## config.mk

```make
export PLATFORM = sky130hd
export DESIGN_NAME = seq_scan_ctrl
export DESIGN_NICKNAME = d
export VERILOG_FILES = /design/src/rtl/seq_ctrl_pkg.sv /design/src/rtl/seq_match_core.sv /design/src/rtl/seq_scan_ctrl.sv
export SDC_FILE = /design/constraint.sdc
export NUM_CORES = 1
export LEC_CHECK = 0
export CORE_MARGIN = 3
export CORE_UTILIZATION = 55
export CTS_CLUSTER_SIZE = 12
export DETAILED_ROUTE_END_ITERATION = 8
export PLACE_DENSITY = 0.82
export SLEW_MARGIN = 5
export SYNTH_ARGS = -nofsm -noshare
export SYNTH_HDL_FRONTEND = slang
export SYNTH_HIERARCHICAL = 1
export SYNTH_SLANG_ARGS = --single-unit
```

## constraint.sdc

```tcl
create_clock -name clk -period 5.91 [get_ports clk]
set_clock_uncertainty 0.05 [all_clocks]
set_input_delay 1.182 -clock clk [delete_from_list [all_inputs] [get_ports clk]]
set_output_delay 1.182 -clock clk [all_outputs]
set_load 0.03 [all_outputs]
```

## src/rtl/seq_ctrl_pkg.sv

```systemverilog
// Shared encodings for the sequence-scan controller and its match core.
package seq_ctrl_pkg;

   typedef enum logic [1:0] {
      ST_IDLE = 2'd0,
      ST_SCAN = 2'd1,
      ST_DONE = 2'd2
   } state_t;

   localparam logic [3:0] DEF_PATTERN = 4'b1001;

endpackage

```

## src/rtl/seq_match_core.sv

```systemverilog
// Serial pattern matcher: history shift register, fill counter,
// length-masked compare and optional history clear after a match.
module seq_match_core
   import seq_ctrl_pkg::*;
#(
   parameter int PAT_W = 4,
   parameter int LEN_W = 3
) (
   input  logic             clk,
   input  logic             rst_n,
   input  logic             clr,
   input  logic             bit_valid,
   input  logic             bit_in,
   input  logic [PAT_W-1:0] pattern,
   input  logic [LEN_W-1:0] len,
   input  logic             overlap,
   output logic             match
);

   logic [PAT_W-1:0] hist;
   logic [PAT_W-1:0] hist_n;
   logic [PAT_W-1:0] mask;
   logic [LEN_W-1:0] fill;
   logic [LEN_W-1:0] fill_inc;

   always_comb begin
      hist_n   = {hist[PAT_W-2:0], bit_in};
      fill_inc = (fill == LEN_W'(PAT_W)) ? fill : fill + 1'b1;
      mask     = '0;
      for (int i = 0; i < PAT_W; i++) begin
         mask[i] = (LEN_W'(i) < len);
      end
      match = bit_valid && (fill_inc >= len) &&
              (((hist_n ^ pattern) & mask) == '0);
   end

   always_ff @(posedge clk) begin
      if (!rst_n) begin
         hist <= '0;
         fill <= '0;
      end else if (clr) begin
         hist <= '0;
         fill <= '0;
      end else if (bit_valid) begin
         hist <= hist_n;
         // non-overlap: next match needs len fresh bits
         fill <= (match && !overlap) ? '0 : fill_inc;
      end
   end

endmodule

```

## src/rtl/seq_scan_ctrl.sv

```systemverilog
// Scan controller: FSM, match/bit counters, target and window limits,
// driving a serial pattern matcher.
module seq_scan_ctrl
   import seq_ctrl_pkg::*;
#(
   parameter int PAT_W = 4,
   parameter int LEN_W = 3,
   parameter int CNT_W = 8,
   parameter int WIN_W = 16
) (
   input  logic             clk,
   input  logic             rst_n,
   input  logic [PAT_W-1:0] cfg_pattern,
   input  logic [LEN_W-1:0] cfg_len,
   input  logic             cfg_overlap,
   input  logic [CNT_W-1:0] cfg_target,
   input  logic [WIN_W-1:0] cfg_window,
   input  logic             start,
   input  logic             abort,
   input  logic             data_valid,
   input  logic             data,
   output logic             busy,
   output logic             done,
   output logic             timeout,
   output logic             match_pulse,
   output logic [CNT_W-1:0] match_cnt,
   output logic [WIN_W-1:0] bit_cnt
);

   state_t state, state_n;

   logic [PAT_W-1:0] pattern_q;
   logic [LEN_W-1:0] len_q;
   logic             overlap_q;
   logic [CNT_W-1:0] target_q;
   logic [WIN_W-1:0] window_q;

   logic             launch;
   logic             vbit;
   logic             match;
   logic [LEN_W-1:0] len_norm;
   logic [CNT_W-1:0] cnt_n;
   logic [WIN_W-1:0] bits_n;
   logic             tgt_hit;
   logic             win_hit;

   always_comb begin
      launch   = (state == ST_IDLE) && start;
      // abort wins: the bit on an abort cycle is never consumed
      vbit     = (state == ST_SCAN) && data_valid && !abort;
      len_norm = cfg_len;
      if (cfg_len == '0 || cfg_len > LEN_W'(PAT_W)) begin
         len_norm = LEN_W'(PAT_W);
      end
      cnt_n = match_cnt;
      if (match && match_cnt != '1) begin
         cnt_n = match_cnt + 1'b1;
      end
      bits_n = bit_cnt;
      if (vbit && bit_cnt != '1) begin
         bits_n = bit_cnt + 1'b1;
      end
      tgt_hit = vbit && (target_q != '0) && (cnt_n == target_q);
      win_hit = vbit && (window_q != '0) && (bits_n == window_q);
   end

   always_comb begin
      state_n = state;
      case (state)
         ST_IDLE: if (start) state_n = ST_SCAN;
         ST_SCAN: begin
            if (abort) begin
               state_n = ST_IDLE;
            end else if (tgt_hit || win_hit) begin
               state_n = ST_DONE;
            end
         end
         ST_DONE: state_n = ST_IDLE;
         default: state_n = ST_IDLE;
      endcase
   end

   always_ff @(posedge clk) begin
      if (!rst_n) begin
         state       <= ST_IDLE;
         pattern_q   <= PAT_W'(DEF_PATTERN);
         len_q       <= LEN_W'(PAT_W);
         overlap_q   <= 1'b0;
         target_q    <= '0;
         window_q    <= '0;
         match_cnt   <= '0;
         bit_cnt     <= '0;
         match_pulse <= 1'b0;
         timeout     <= 1'b0;
      end else begin
         state       <= state_n;
         match_pulse <= match;
         if (launch) begin
            pattern_q <= cfg_pattern;
            len_q     <= len_norm;
            overlap_q <= cfg_overlap;
            target_q  <= cfg_target;
            window_q  <= cfg_window;
            match_cnt <= '0;
            bit_cnt   <= '0;
            timeout   <= 1'b0;
         end else if (vbit) begin
            match_cnt <= cnt_n;
            bit_cnt   <= bits_n;
            if (win_hit && !tgt_hit) begin
               timeout <= 1'b1;
            end
         end
      end
   end

   assign busy = (state == ST_SCAN);
   assign done = (state == ST_DONE);

   seq_match_core #(
      .PAT_W(PAT_W),
      .LEN_W(LEN_W)
   ) u_core (
      .clk      (clk),
      .rst_n    (rst_n),
      .clr      (launch),
      .bit_valid(vbit),
      .bit_in   (data),
      .pattern  (pattern_q),
      .len      (len_q),
      .overlap  (overlap_q),
      .match    (match)
   );

endmodule

```

## Yosys cells after proc, flatten, opt, wreduce, memory -nomap -nowiden

Index checks and enable logic that the tools add are counted.
Widths: inputs -> output; s select.

| cells by class | value |
|---|---|
| $add $sub $neg | 3 |
| magnitude comparators | 6 |
| eq/ne operators | 9 |
| muxes and demuxes | 9 |
| bitwise logic cells | 3 |
| reduce and logical (&&, ||, !) cells | 26 |

Operators with widths:

| kind | count |
|---|---|
| $add 16x1->16 const B | 1 |
| $eq 16x16->1 | 1 |
| $mux 16 | 1 |
| $ne 16x16->1 const B | 1 |
| $reduce_bool 16->1 | 1 |
| $logic_and 1x1->1 | 13 |
| $mux 3 | 3 |
| $add 8x1->8 const B | 1 |
| $eq 8x8->1 | 1 |
| $mux 8 | 1 |
| $ne 8x8->1 const B | 1 |
| $reduce_bool 8->1 | 1 |
| $lt 1x3->1 const A | 2 |
| $lt 2x3->1 const A | 2 |
| $mux 2 | 3 |
| $and 4x4->4 | 1 |
| $logic_not 4->1 | 1 |
| $pmux 2 s2 | 1 |
| $reduce_and 2->1 | 2 |
| $xor 4x4->4 | 1 |
| $add 3x1->3 const B | 1 |
| $eq 3x3->1 const B | 1 |
| $ge 3x3->1 | 1 |
| $gt 3x3->1 const B | 1 |
| other kinds (10) | 13 |

| word-level totals | value |
|---|---|
| bits in registers | 66 |
| bits of input ports | 38 |
| output and inout port bits | 28 |
| logic and storage cells | 68 |

## Longest topological paths before layout

| logic depth | value |
|---|---|
| depth in word-level cells | 13 |
| depth in mapped cells | 17 |
| depth with buffers taken out | 17 |

## Hierarchy

Netlist, hierarchy kept.

Modules (own cells, without submodules):

| module | instances | cells an instance | area each (µm²) | seq. area each (µm²) |
|---|---|---|---|---|
| seq_scan_ctrl | 1 | 421 | 3,387.0 | 1,201.2 |
| seq_match_core | 1 | 52 | 455.4 | 120.1 |

## Worst setup path before layout

Ideal clock, no wire load.

| timing path | value |
|---|---|
| path kind | input-to-reg |
| start point | input abort |
| end point | register timeout |
| setup time | 0.128 ns |
| arrival | 3.338 ns |
| data required time | 5.732 ns |
| path slack | 2.394 ns |
| stages on the path | 12 |
| path buffers | 2 |
| path through | nand4bb_1 > buf_2 > inv_1 > buf_2 > nor3b_1 > and4_1 > o21ai_0 > mux2_2 > o22ai_1 > nand3_1 > a41oi_1 > nor2_1 |

| on the way | value |
|---|---|
| longest elaborated chain between the ends | 11 |
| elaborated cells on any way between the ends | 17 |
| classes of those cells | 2 x eq/ne; 2 x mux; 13 x reduce/logical |

RTL lines:

| item | RTL line | source |
|---|---|---|
| start: declaration | seq_scan_ctrl.sv:19 | `input logic abort,` |
| $logic_not 1->1 | seq_scan_ctrl.sv:50 | `vbit = (state == ST_SCAN) && data_valid && !abort;` |
| $logic_and 1x1->1 | seq_scan_ctrl.sv:50 |  |
| named net vbit | seq_scan_ctrl.sv:39 | `logic vbit;` |
| $logic_and 1x1->1 (2 in a row) | seq_match_core.sv:33 | `match = bit_valid && (fill_inc >= len) &&` |
| named net match | seq_scan_ctrl.sv:40 | `logic match;` |
| $logic_and 1x1->1 | seq_scan_ctrl.sv:56 | `if (match && match_cnt != '1) begin` |
| $mux 8 | seq_scan_ctrl.sv:56 |  |
| $eq 8x8->1 | seq_scan_ctrl.sv:63 | `tgt_hit = vbit && (target_q != '0) && (cnt_n == target_q);` |
| $logic_and 1x1->1 | seq_scan_ctrl.sv:63 |  |
| $logic_not 1->1 | seq_scan_ctrl.sv:110 | `if (win_hit && !tgt_hit) begin` |
| $logic_and 1x1->1 | seq_scan_ctrl.sv:110 |  |
| $reduce_and 2->1 (no source line) | - |  |
| end signal: assignment | seq_scan_ctrl.sv:94 | `timeout <= 1'b0;` |
| end signal: assignment | seq_scan_ctrl.sv:106 | `timeout <= 1'b0;` |
| end signal: assignment | seq_scan_ctrl.sv:111 | `timeout <= 1'b1;` |
| end: declaration | seq_scan_ctrl.sv:24 | `output logic timeout,` |

The timed path passes the listed nets, and every way through them passes these cells.
A chain may end at the register's enable or synchronous reset.

## Worst setup path after layout

Ends and elaborated chain as after synthesis.

==> results.toml <==
[run_status]
status = "completed"

[final_layout]
seqCellArea_um2 = 1320
syn_to_final_growth_pct = 24.1
final_nets = 576
drive_above_1_share_pct = 6.92
multiInputGateArea_um2 = 2370
fillers = 538
final_cell_mix = "nand2_1, dfxtp_1, clkdlybuf4s50_1, nor2_1, a21boi_0"
stdcell_count = 628
design_area_um2 = 4770
layout_commonest_cell = "nand2_1"
diodes = 0

[worst_setup_path]
critical_path_class = "primary input to register"
startpoint_type = "primary input"
rrSetupSlack_ns = 2.05
r2r_start = "u_core/fill[0]"
r2r_end = "timeout"
crit_required_ns = 6.07
r2r_cells = 17
worstPathArrival_ns = 4.51
critPathMaxFanout = 17
end_kind = "register"

[die]
initial_core_util_pct = 58.5
io_pins = 66
rows = 29
fp.dieH_um = 89.6
core_area_um2 = 6570
dieArea_um2 = 8030
die_w_um = 89.6

[synthesis]
ys_ff_latch = 66
synthAdderAreaFrac_pct = 2.61
yosysTopAreaCellShare_pct = 34.4
synth-xor-area-share_pct = 10.2
syn_inst = 473
synthSimpleGateAreaFrac_pct = 29.0
synth_compound_area_share_pct = 17.9
yosysTopAreaCell = "dfxtp_1"
synth_ff_type = "dfxtp_1"
async_flop_share_pct = 0
syn_nets = 519
syn_avg_cell_area_um2 = 8.12
synth_area_leaders = "dfxtp_1, nand2_1, a21boi_0, xnor2_1, xor2_1"
synth.cell_area_um2 = 3840
seq_area_frac_synth_pct = 34.4
synth_mux_area_share_pct = 2.12
yosys.cell_types.count = 60
synth_edf_count = 0
synth_top_family_by_area = "simple AND/OR/NAND/NOR gates"
synth_warnings = 6

[run]
drv_cap = 0

[sta]
hold_violations = 0
setup_viol = 0
fin_setup_tns_ns = 0
rsz0062_at_grt = "no"
period_needed_ns = 4.35
fmax_ghz = 0.230
post-route-period-util_pct = 73.6
worst_pin_slew_ns = 0.991
slew_violations = 0
maxSlewHeadroom_pct = 33.8

[detailed_routing]
routed-via-count = 3628
viasPerCell = 5.78
routed_wl_um = 10100
drt_iter0_markers = 268
drcViolationCount = 0
first_pass_iters = 5
detail_route.wl_per_cell_um = 16.1
ant_nets = 0

[clocking]
cts_made_buffers = 9
cts-root-buf = "clkbuf_8"
cts.path.max_buffers = 2
cts_sinks = 66
htree_num_levels = 3
cts_tree = "built"
cts_setup_buffers = 0
clock_latency_ns = 0.35
cts_resized = 0
clk_pin_slew_ns = 0.07
hold_buffers = 0

[placed_design]
dpl_cell_area_um2 = 4540
io_buffers = 65
hpwl_um = 7370
gp_congestion = 0.952
post-place-cells = 612

[global_route]
grt_overflow = 0
track_usage_pct = 26.4
antenna_found_initial = 0
grt_max_degree = 38
grt_pass1_vias = 3371
grt_pass1_wl_um = 16300

[pwr]
ir_worst_vdd_mv = 0.186
powerDensity_nw_per_um2 = 216
leakagePower_nw = 1.70

[worst_hold_path]
min_path_cells = 2
hold_start = "pattern_q[2]"
whs_endpoint = "pattern_q[2]"
hp-class = "register to register"
==> cells by family (layout without fill, tap and decap cells) <==
logic type / count (synthesis) / in the layout
buffers and inverters: 36 / 98
AOI/OAI and AO/OA: 90 / 90
and+or+nand+nor: 222 / 222
xor gates and xnor gates: 43 / 43
DFF: 66 / 66
muxes: 8 / 8
adders and majority gates: 8 / 8
==> synth_stat cells, types with 5 or more instances <==
| cell | n |
|---|---|
| o21ai_0 | 12 |
| mux2i_1 | 7 |
| dfxtp_1 | 66 |
| nor4_1 | 9 |
| and2_1 | 5 |
| and3_1 | 5 |
| nand3_1 | 14 |
| xor2_1 | 20 |
| clkbuf_1 | 13 |
| and4_1 | 5 |
| nor2_1 | 40 |
| inv_1 | 13 |
| nand2_1 | 88 |
| a21boi_0 | 30 |
| ha_1 | 8 |
| a21oi_1 | 17 |
| nand4_1 | 11 |
| buf_2 | 8 |
| nand2b_1 | 7 |
| nor3_1 | 10 |
| xnor2_1 | 22 |
==> report_power, final <==
group / total [mW] / internal, mW / switching, mW
combinational: 0.117 / 0.0584 / 0.0587
sequential: 0.480 / 0.460 / 0.0202
clock: 0.434 / 0.251 / 0.183
total: 1.03 / 0.769 / 0.262
==> layer usage <==
layer / GRT usage [%] / share of wire, % / wire [um]
met3: 8.39 / 7.3 / 740
met1: 34.1 / 45 / 4540
met5: 0 / 0 / 0
met4: 8.39 / 1.9 / 197
met2: 42.0 / 46 / 4630
==> stage by stage <==
stage	util, %	hold slack [ns]	power [mW]	worst slack (ns)
6_report	72.6	0.437	1.03	1.56
5_1_grt	72.6	0.466	1.07	1.26
4_1_cts	72.6	0.440	1.04	1.63
3_5_place_dp	69.2	0.430	0.605	1.32
3_3_place_gp	69.2	0.422	0.603	1.46
2_1_floorplan	-	0.405	0.555	2.39
==> worst max-delay path: stages <==
cell,delay [ns]
clkdlybuf4s50_1,0.41
nand4bb_1,0.20
buf_4,0.21
inv_1,0.34
nor3b_1,0.71
o21ai_0,0.36
nor3_1,0.25
a31oi_1,0.06
nor4_1,0.38
nand3_1,0.15
a41oi_1,0.18
nor2_1,0.05
==> how the worst max path moves through the flow <==
| stage | cells past startpoint | slack, ns | startpoint | endpoint |
|---|---|---|---|---|
| floorplan | 12 | 2.39 | abort | timeout |
| global placement | 12 | 1.46 | abort | timeout |
| detailed placement | 12 | 1.32 | abort | timeout |
| CTS | 12 | 1.63 | abort | timeout |
| global route | 12 | 1.26 | abort | timeout |
| finish | 12 | 1.56 | abort | timeout |
==> flip-flops by register name, indices dropped and copies added (netlist names) <==
signal	cells
bit_cnt	16
window_q	16
match_cnt	8
target_q	8
pattern_q	4
len_q	3
u_core/fill	3
u_core/hist	3
state	2
match_pulse	1
overlap_q	1
timeout	1
==> area by class of cell <==
cell class	count	share of cell area (%)
Multi-Input combinational cell	371	49.8
Sequential cell	66	27.7
Timing Repair Buffer	69	14.3
Clock buffer	11	2.97
Tap cell	93	2.44
Clock inverter	5	1.78
Inverter	13	1.02
No activity file was read; power rests on OpenSTA's default activity.
